[src/rtl/ahb_lite_rr_master_arbiter.sv]
// Round-robin arbiter sharing one AHB-Lite master port between NUM_REQ command requesters.
// One outstanding single NONSEQ transfer at a time; responses return on a registered one-cycle pulse.
module ahb_lite_rr_master_arbiter #(
  parameter int unsigned NUM_REQ    = 2,
  parameter int unsigned ADDR_WIDTH = 32,
  parameter int unsigned DATA_WIDTH = 32,
  parameter logic [3:0]  HPROT_VAL  = 4'b0011
) (
  input  logic                            hclk,
  input  logic                            hreset_n,
  input  logic [NUM_REQ-1:0]              req_valid,
  output logic [NUM_REQ-1:0]              req_ready,
  input  logic [NUM_REQ-1:0]              req_write,
  input  logic [3*NUM_REQ-1:0]            req_size,
  input  logic [ADDR_WIDTH*NUM_REQ-1:0]   req_addr,
  input  logic [DATA_WIDTH*NUM_REQ-1:0]   req_wdata,
  output logic [NUM_REQ-1:0]              rsp_valid,
  output logic [DATA_WIDTH-1:0]           rsp_rdata,
  output logic                            rsp_err,
  output logic [ADDR_WIDTH-1:0]           haddr,
  output logic                            hwrite,
  output logic [2:0]                      hsize,
  output logic [3:0]                      hprot,
  output logic [1:0]                      htrans,
  output logic [DATA_WIDTH-1:0]           hwdata,
  output logic                            hmasterlock,
  input  logic [DATA_WIDTH-1:0]           hrdata,
  input  logic                            hreadyout,
  input  logic                            hresp
);

  localparam int unsigned IDX_W     = (NUM_REQ > 1) ? $clog2(NUM_REQ) : 1;
  localparam int unsigned BUS_BYTES = DATA_WIDTH / 8;
  localparam logic [1:0]  HTRANS_IDLE   = 2'b00;
  localparam logic [1:0]  HTRANS_NONSEQ = 2'b10;

  typedef struct packed {
    logic                  write;
    logic [2:0]            size;
    logic [ADDR_WIDTH-1:0] addr;
    logic [DATA_WIDTH-1:0] wdata;
  } cmd_t;

  typedef enum logic [1:0] {
    ST_IDLE,
    ST_ADDR,
    ST_DATA
  } state_t;

  state_t           state_q, state_d;
  logic [IDX_W-1:0] ptr_q;
  logic [IDX_W-1:0] owner_q;
  logic [IDX_W-1:0] grant_c;
  logic [IDX_W-1:0] cand_c;
  logic             found_c;
  logic             accept_c;
  logic             complete_c;
  cmd_t             cmd_arr [NUM_REQ];
  cmd_t             sel_cmd_c;
  logic [7:0]       sel_bytes_c;
  logic             size_ok_c;
  logic             aligned_c;

  // Unpack the per-requester command fields into one record per requester.
  for (genvar gi = 0; gi < NUM_REQ; gi++) begin : g_unpack
    assign cmd_arr[gi] = {req_write[gi],
                          req_size[3*gi +: 3],
                          req_addr[ADDR_WIDTH*gi +: ADDR_WIDTH],
                          req_wdata[DATA_WIDTH*gi +: DATA_WIDTH]};
  end

  // Round-robin search: first valid requester after the last grant, wrapping.
  always_comb begin
    grant_c = ptr_q;
    cand_c  = '0;
    found_c = 1'b0;
    for (int unsigned i = 1; i <= NUM_REQ; i++) begin
      cand_c = IDX_W'((32'(ptr_q) + i) % NUM_REQ);
      if (!found_c && req_valid[cand_c]) begin
        found_c = 1'b1;
        grant_c = cand_c;
      end
    end
    sel_cmd_c = cmd_arr[grant_c];
  end

  always_comb begin
    sel_bytes_c = 8'd1 << sel_cmd_c.size;
    size_ok_c   = 32'(sel_bytes_c) <= BUS_BYTES;
    aligned_c   = (sel_cmd_c.addr & ADDR_WIDTH'(sel_bytes_c - 8'd1)) == '0;
  end

  always_ff @(posedge hclk) begin
    if (!hreset_n) state_q <= ST_IDLE;
    else           state_q <= state_d;
  end

  // Next state; req_ready is a same-cycle handshake and is held off during reset.
  always_comb begin
    state_d    = state_q;
    req_ready  = '0;
    accept_c   = 1'b0;
    complete_c = 1'b0;
    case (state_q)
      ST_IDLE: begin
        if (found_c && hreset_n) begin
          accept_c  = 1'b1;
          req_ready = NUM_REQ'(1) << grant_c;
          state_d   = ST_ADDR;
        end
      end
      ST_ADDR: state_d = ST_DATA;
      ST_DATA: begin
        if (hreadyout) begin
          complete_c = 1'b1;
          state_d    = ST_IDLE;
        end
      end
      default: state_d = ST_IDLE;
    endcase
  end

  // Bus outputs, round-robin pointer and response registers.
  always_ff @(posedge hclk) begin
    if (!hreset_n) begin
      ptr_q     <= IDX_W'(NUM_REQ - 1);
      owner_q   <= '0;
      haddr     <= '0;
      hwrite    <= 1'b0;
      hsize     <= '0;
      hprot     <= '0;
      htrans    <= HTRANS_IDLE;
      hwdata    <= '0;
      rsp_valid <= '0;
      rsp_rdata <= '0;
      rsp_err   <= 1'b0;
    end else begin
      hprot     <= HPROT_VAL;
      htrans    <= HTRANS_IDLE;
      rsp_valid <= '0;
      if (accept_c) begin
        ptr_q   <= grant_c;
        owner_q <= grant_c;
        haddr   <= sel_cmd_c.addr;
        hwrite  <= sel_cmd_c.write;
        hsize   <= sel_cmd_c.size;
        htrans  <= HTRANS_NONSEQ;
        if (sel_cmd_c.write) hwdata <= sel_cmd_c.wdata;
      end
      if (complete_c) begin
        rsp_valid <= NUM_REQ'(1) << owner_q;
        rsp_rdata <= hwrite ? '0 : hrdata;
        rsp_err   <= hresp;
      end
    end
  end

  assign hmasterlock = 1'b0;

  // Oversized or misaligned commands are a requester bug; they are forwarded unchanged.
  a_cmd_legal: assert property (@(posedge hclk) disable iff (!hreset_n)
                                accept_c |-> (size_ok_c && aligned_c));

endmodule
[config.mk]
export PLATFORM = sky130hd
export DESIGN_NAME = ahb_lite_rr_master_arbiter
export DESIGN_NICKNAME = d
export VERILOG_FILES = /design/src/rtl/ahb_lite_rr_master_arbiter.sv
export SDC_FILE = /design/constraint.sdc
export NUM_CORES = 1
export LEC_CHECK = 0
export CAP_MARGIN = 20
export CORE_AREA = 2 2 112 114
export DETAILED_ROUTE_END_ITERATION = 16
export DIE_AREA = 0 0 114 116
export PLACE_DENSITY = 0.89
export RECOVER_POWER = 25
export SETUP_SLACK_MARGIN = 0.2
export SLEW_MARGIN = 20
export SYNTH_ARGS = -nofsm -noshare
export SYNTH_HDL_FRONTEND = slang
export SYNTH_SLANG_ARGS = --single-unit
[constraint.sdc]
create_clock -name hclk -period 4.9 [get_ports hclk]
set_clock_uncertainty 0.2 [all_clocks]
set_input_delay 1.225 -clock hclk [delete_from_list [all_inputs] [get_ports hclk]]
set_output_delay 1.225 -clock hclk [all_outputs]
set_load 0.01 [all_outputs]
==> out/qor.yml <==
placed_design:
  portBuffers: 281
  dpl_worst_slack_ns: 0.340
  gp_congestion: 0.770
  placed_area_um2: 7620
  hpwlAfterDp_mm: 11.4
  dp_cells: 848
clocking:
  cts_hold_buf: 0
  h-tree-depth: 3
  cts_setup_buffers: 0
  ctsResizeCount: 0
  clockRootBuffer: "clkbuf_16"
  cts_num_sinks: 109
  clockBufferDepth: 2
  clk_pin_slew_ns: 0.09
  clkLatencyLatePin_ns: 0.33
  cts_tree: "yes"
  numCtsBuffers: 9
routing:
  drc: 0
  firstDrtPassIters: 4
  wire_per_inst_um: 17.9
  drtIter0Drc: 312
  wl_mm: 15.4
  viasPerCell: 5.37
  vias: 4641
  drt.antenna.violating_nets: 0
sta:
  period_share: 0.926
  hold_violations: 0
  fin_tns_setup_ns: 0
  finalCriticalPeriod_ns: 4.54
  clock.fmax_ghz: 0.220
  setup_slack_ns: 0.362
  worst_slew_pin_slew_ns: 1.66
  setup_violations: 0
  max-slew-margin-rel: -0.105
  rsz0062_at_grt: "no"
  slew_viol_final: 74
run_status:
  violations: "max-capacitance violations, max-slew violations"
  run_status: "finished, violations left"
synthesis:
  ys_ff_latch: 109
  synth_top_cell_by_area: "dfxtp_1"
  synth_area_um2: 4830
  syn_inst: 462
  synth_common_cells: "dfxtp_1, nor2_1, mux2i_1"
  synth_edf_count: 0
  synth.area.top_cells: "dfxtp_1, a211oi_2, mux2i_1"
  ys_types: 28
  post-synth-top-area-fraction: 0.451
  synth_most_common_cell: "dfxtp_1"
  synth-warning-count: 0
  ys_seq_area_frac: 0.451
  ys.flop_type: "dfxtp_1"
  syn_avg_cell_area_um2: 10.5
  ys_async_sr_fraction: 0
pwr:
  ir_worst_vdd_mv: 0.176
  p_per_area_nw_per_um2: 289
  p_leak_uw: 0.00315
final_layout:
  stdcell_count: 864
  nFillCells: 895
  multi_input_area_um2: 2240
  n_antenna_cell: 0
  fin_util: 0.665
  seq_area_um2: 2180
  area_growth_pct: 64.0
  fin_nets: 886
  drive_gt1_frac: 0.132
  final_cell_area_um2: 7930
worst_setup_path:
  crit_chain: "clkdlybuf4s50_1, o21ai_4, and2_1, clkdlybuf4s50_1"
  max_stage_delay_ns: 0.60
  crit_arrival_ns: 3.11
  path_class: "in2out"
  worst-path-max-fanout: 18
  end_kind: "primary output"
  cpMostUsedCell: "clkdlybuf4s50_1"
  start_kind: "primary input"
  crit_slowest_cell: "o21ai_4"
  required_ns: 3.47
worst_hold_path:
  min_path_type: "reg2reg"
job:
  drv_cap: 2
grt:
  grtUsageTotal: 0.221
  grt_pass1_vias: 4695
  grt_max_degree: 73
  antenna_found_initial: 0
  overflow: 0
  grt_pass1_wl_mm: 23.3
die:
  ios: 286
  die_h_um: 116
  dieArea_um2: 13200
  start_util: 0.406
  die_w_um: 114
  core_um2: 11900
  rows: 40
cell families (layout without fill, tap and decap cells):
logic type	after synthesis	after routing	synth area share
and+or+nand+nor	88	88	0.106
other	1	4	0.000776
AOI/OAI and AO/OA	137	137	0.272
DFF	109	109	0.451
buffers and inverters	90	342	0.0929
muxes	37	37	0.0766
critical path, delay by kind of cell:
| kind | cells | cell delay [ns] |
|---|---|---|
| and+or+nand+nor | 1 | 0.23 |
| AOI/OAI and AO/OA | 1 | 0.60 |
| buffers and inverters | 2 | 1.05 |
cell type report:
type                       count  area share
tap                          147      0.0232
sequential                   109       0.275
clock buffer                   9      0.0284
multi-input combinational    266       0.282
inverter                      36      0.0177
clock inverter                 7      0.0106
timing repair buffer         290       0.362
flip-flops by register name (all words and copies together), names as in the netlist, 2 cells and up:
register / cells
rsp_rdata: 32
hwdata: 32
haddr: 32
state_q: 2
rsp_valid: 2
hsize: 3
power by group:
group	internal [uW]	leakage, uW	switching [uW]
Combinational	317	0.00211	249
Clock	367	0.000150	374
Sequential	947	0.000891	34.1
Total	1630	0.00315	657
metal layers:
layer | vias to the layer above | share of wire | GRT usage
met5 | - | 0 | 0
met4 | 0 | 0.022 | 0.0821
met3 | 26 | 0.075 | 0.0612
met2 | 202 | 0.52 | 0.413
met1 | 2198 | 0.39 | 0.237
li1 | 2215 | - | -
layout by cell type (no fill, tap or decap), types with 2 or more instances in the layout:
| cell | count |
|---|---|
| o221a_2 | 31 |
| mux2i_1 | 37 |
| nor2_1 | 44 |
| nor2_2 | 2 |
| o21a_1 | 2 |
| and2_1 | 3 |
| dlygate4sd3_1 | 50 |
| clkbuf_1 | 2 |
| clkdlybuf4s50_1 | 231 |
| buf_4 | 7 |
| dfxtp_1 | 109 |
| nor4b_1 | 32 |
| inv_1 | 34 |
| conb_1 | 4 |
| a211oi_2 | 32 |
| inv_6 | 4 |
| clkinv_8 | 3 |
| a211oi_1 | 3 |
| a22o_1 | 32 |
| clkbuf_16 | 9 |
| a31oi_1 | 32 |
| nand2_1 | 2 |
per-stage QoR:
step           power (uW)  hold WS (ns)
6_report             2290         0.211
5_1_grt              2380         0.221
4_1_cts              2320         0.217
3_5_place_dp         1580         0.211
3_3_place_gp         1560         0.207
2_1_floorplan        1280         0.191
worst paths after layout:
| kind | from | endpoint | slack (ns) | depth (start not counted) |
|---|---|---|---|---|
| setup / recovery | req_valid[1] | req_ready[0] | 0.36 | 4 |
| setup reg to reg | state_q[0]$_SDFFE_PN0P_ | hwdata[10]$_SDFFE_PN0P_ | 1.87 | 5 |
| hold reg to reg | owner_q$_SDFFE_PN0P_ | rsp_valid[0]$_SDFF_PN0_ | 0.21 | 1 |
| hold / removal | owner_q$_SDFFE_PN0P_ | rsp_valid[0]$_SDFF_PN0_ | 0.21 | 1 |
Power figures use the tool's default switching activity.
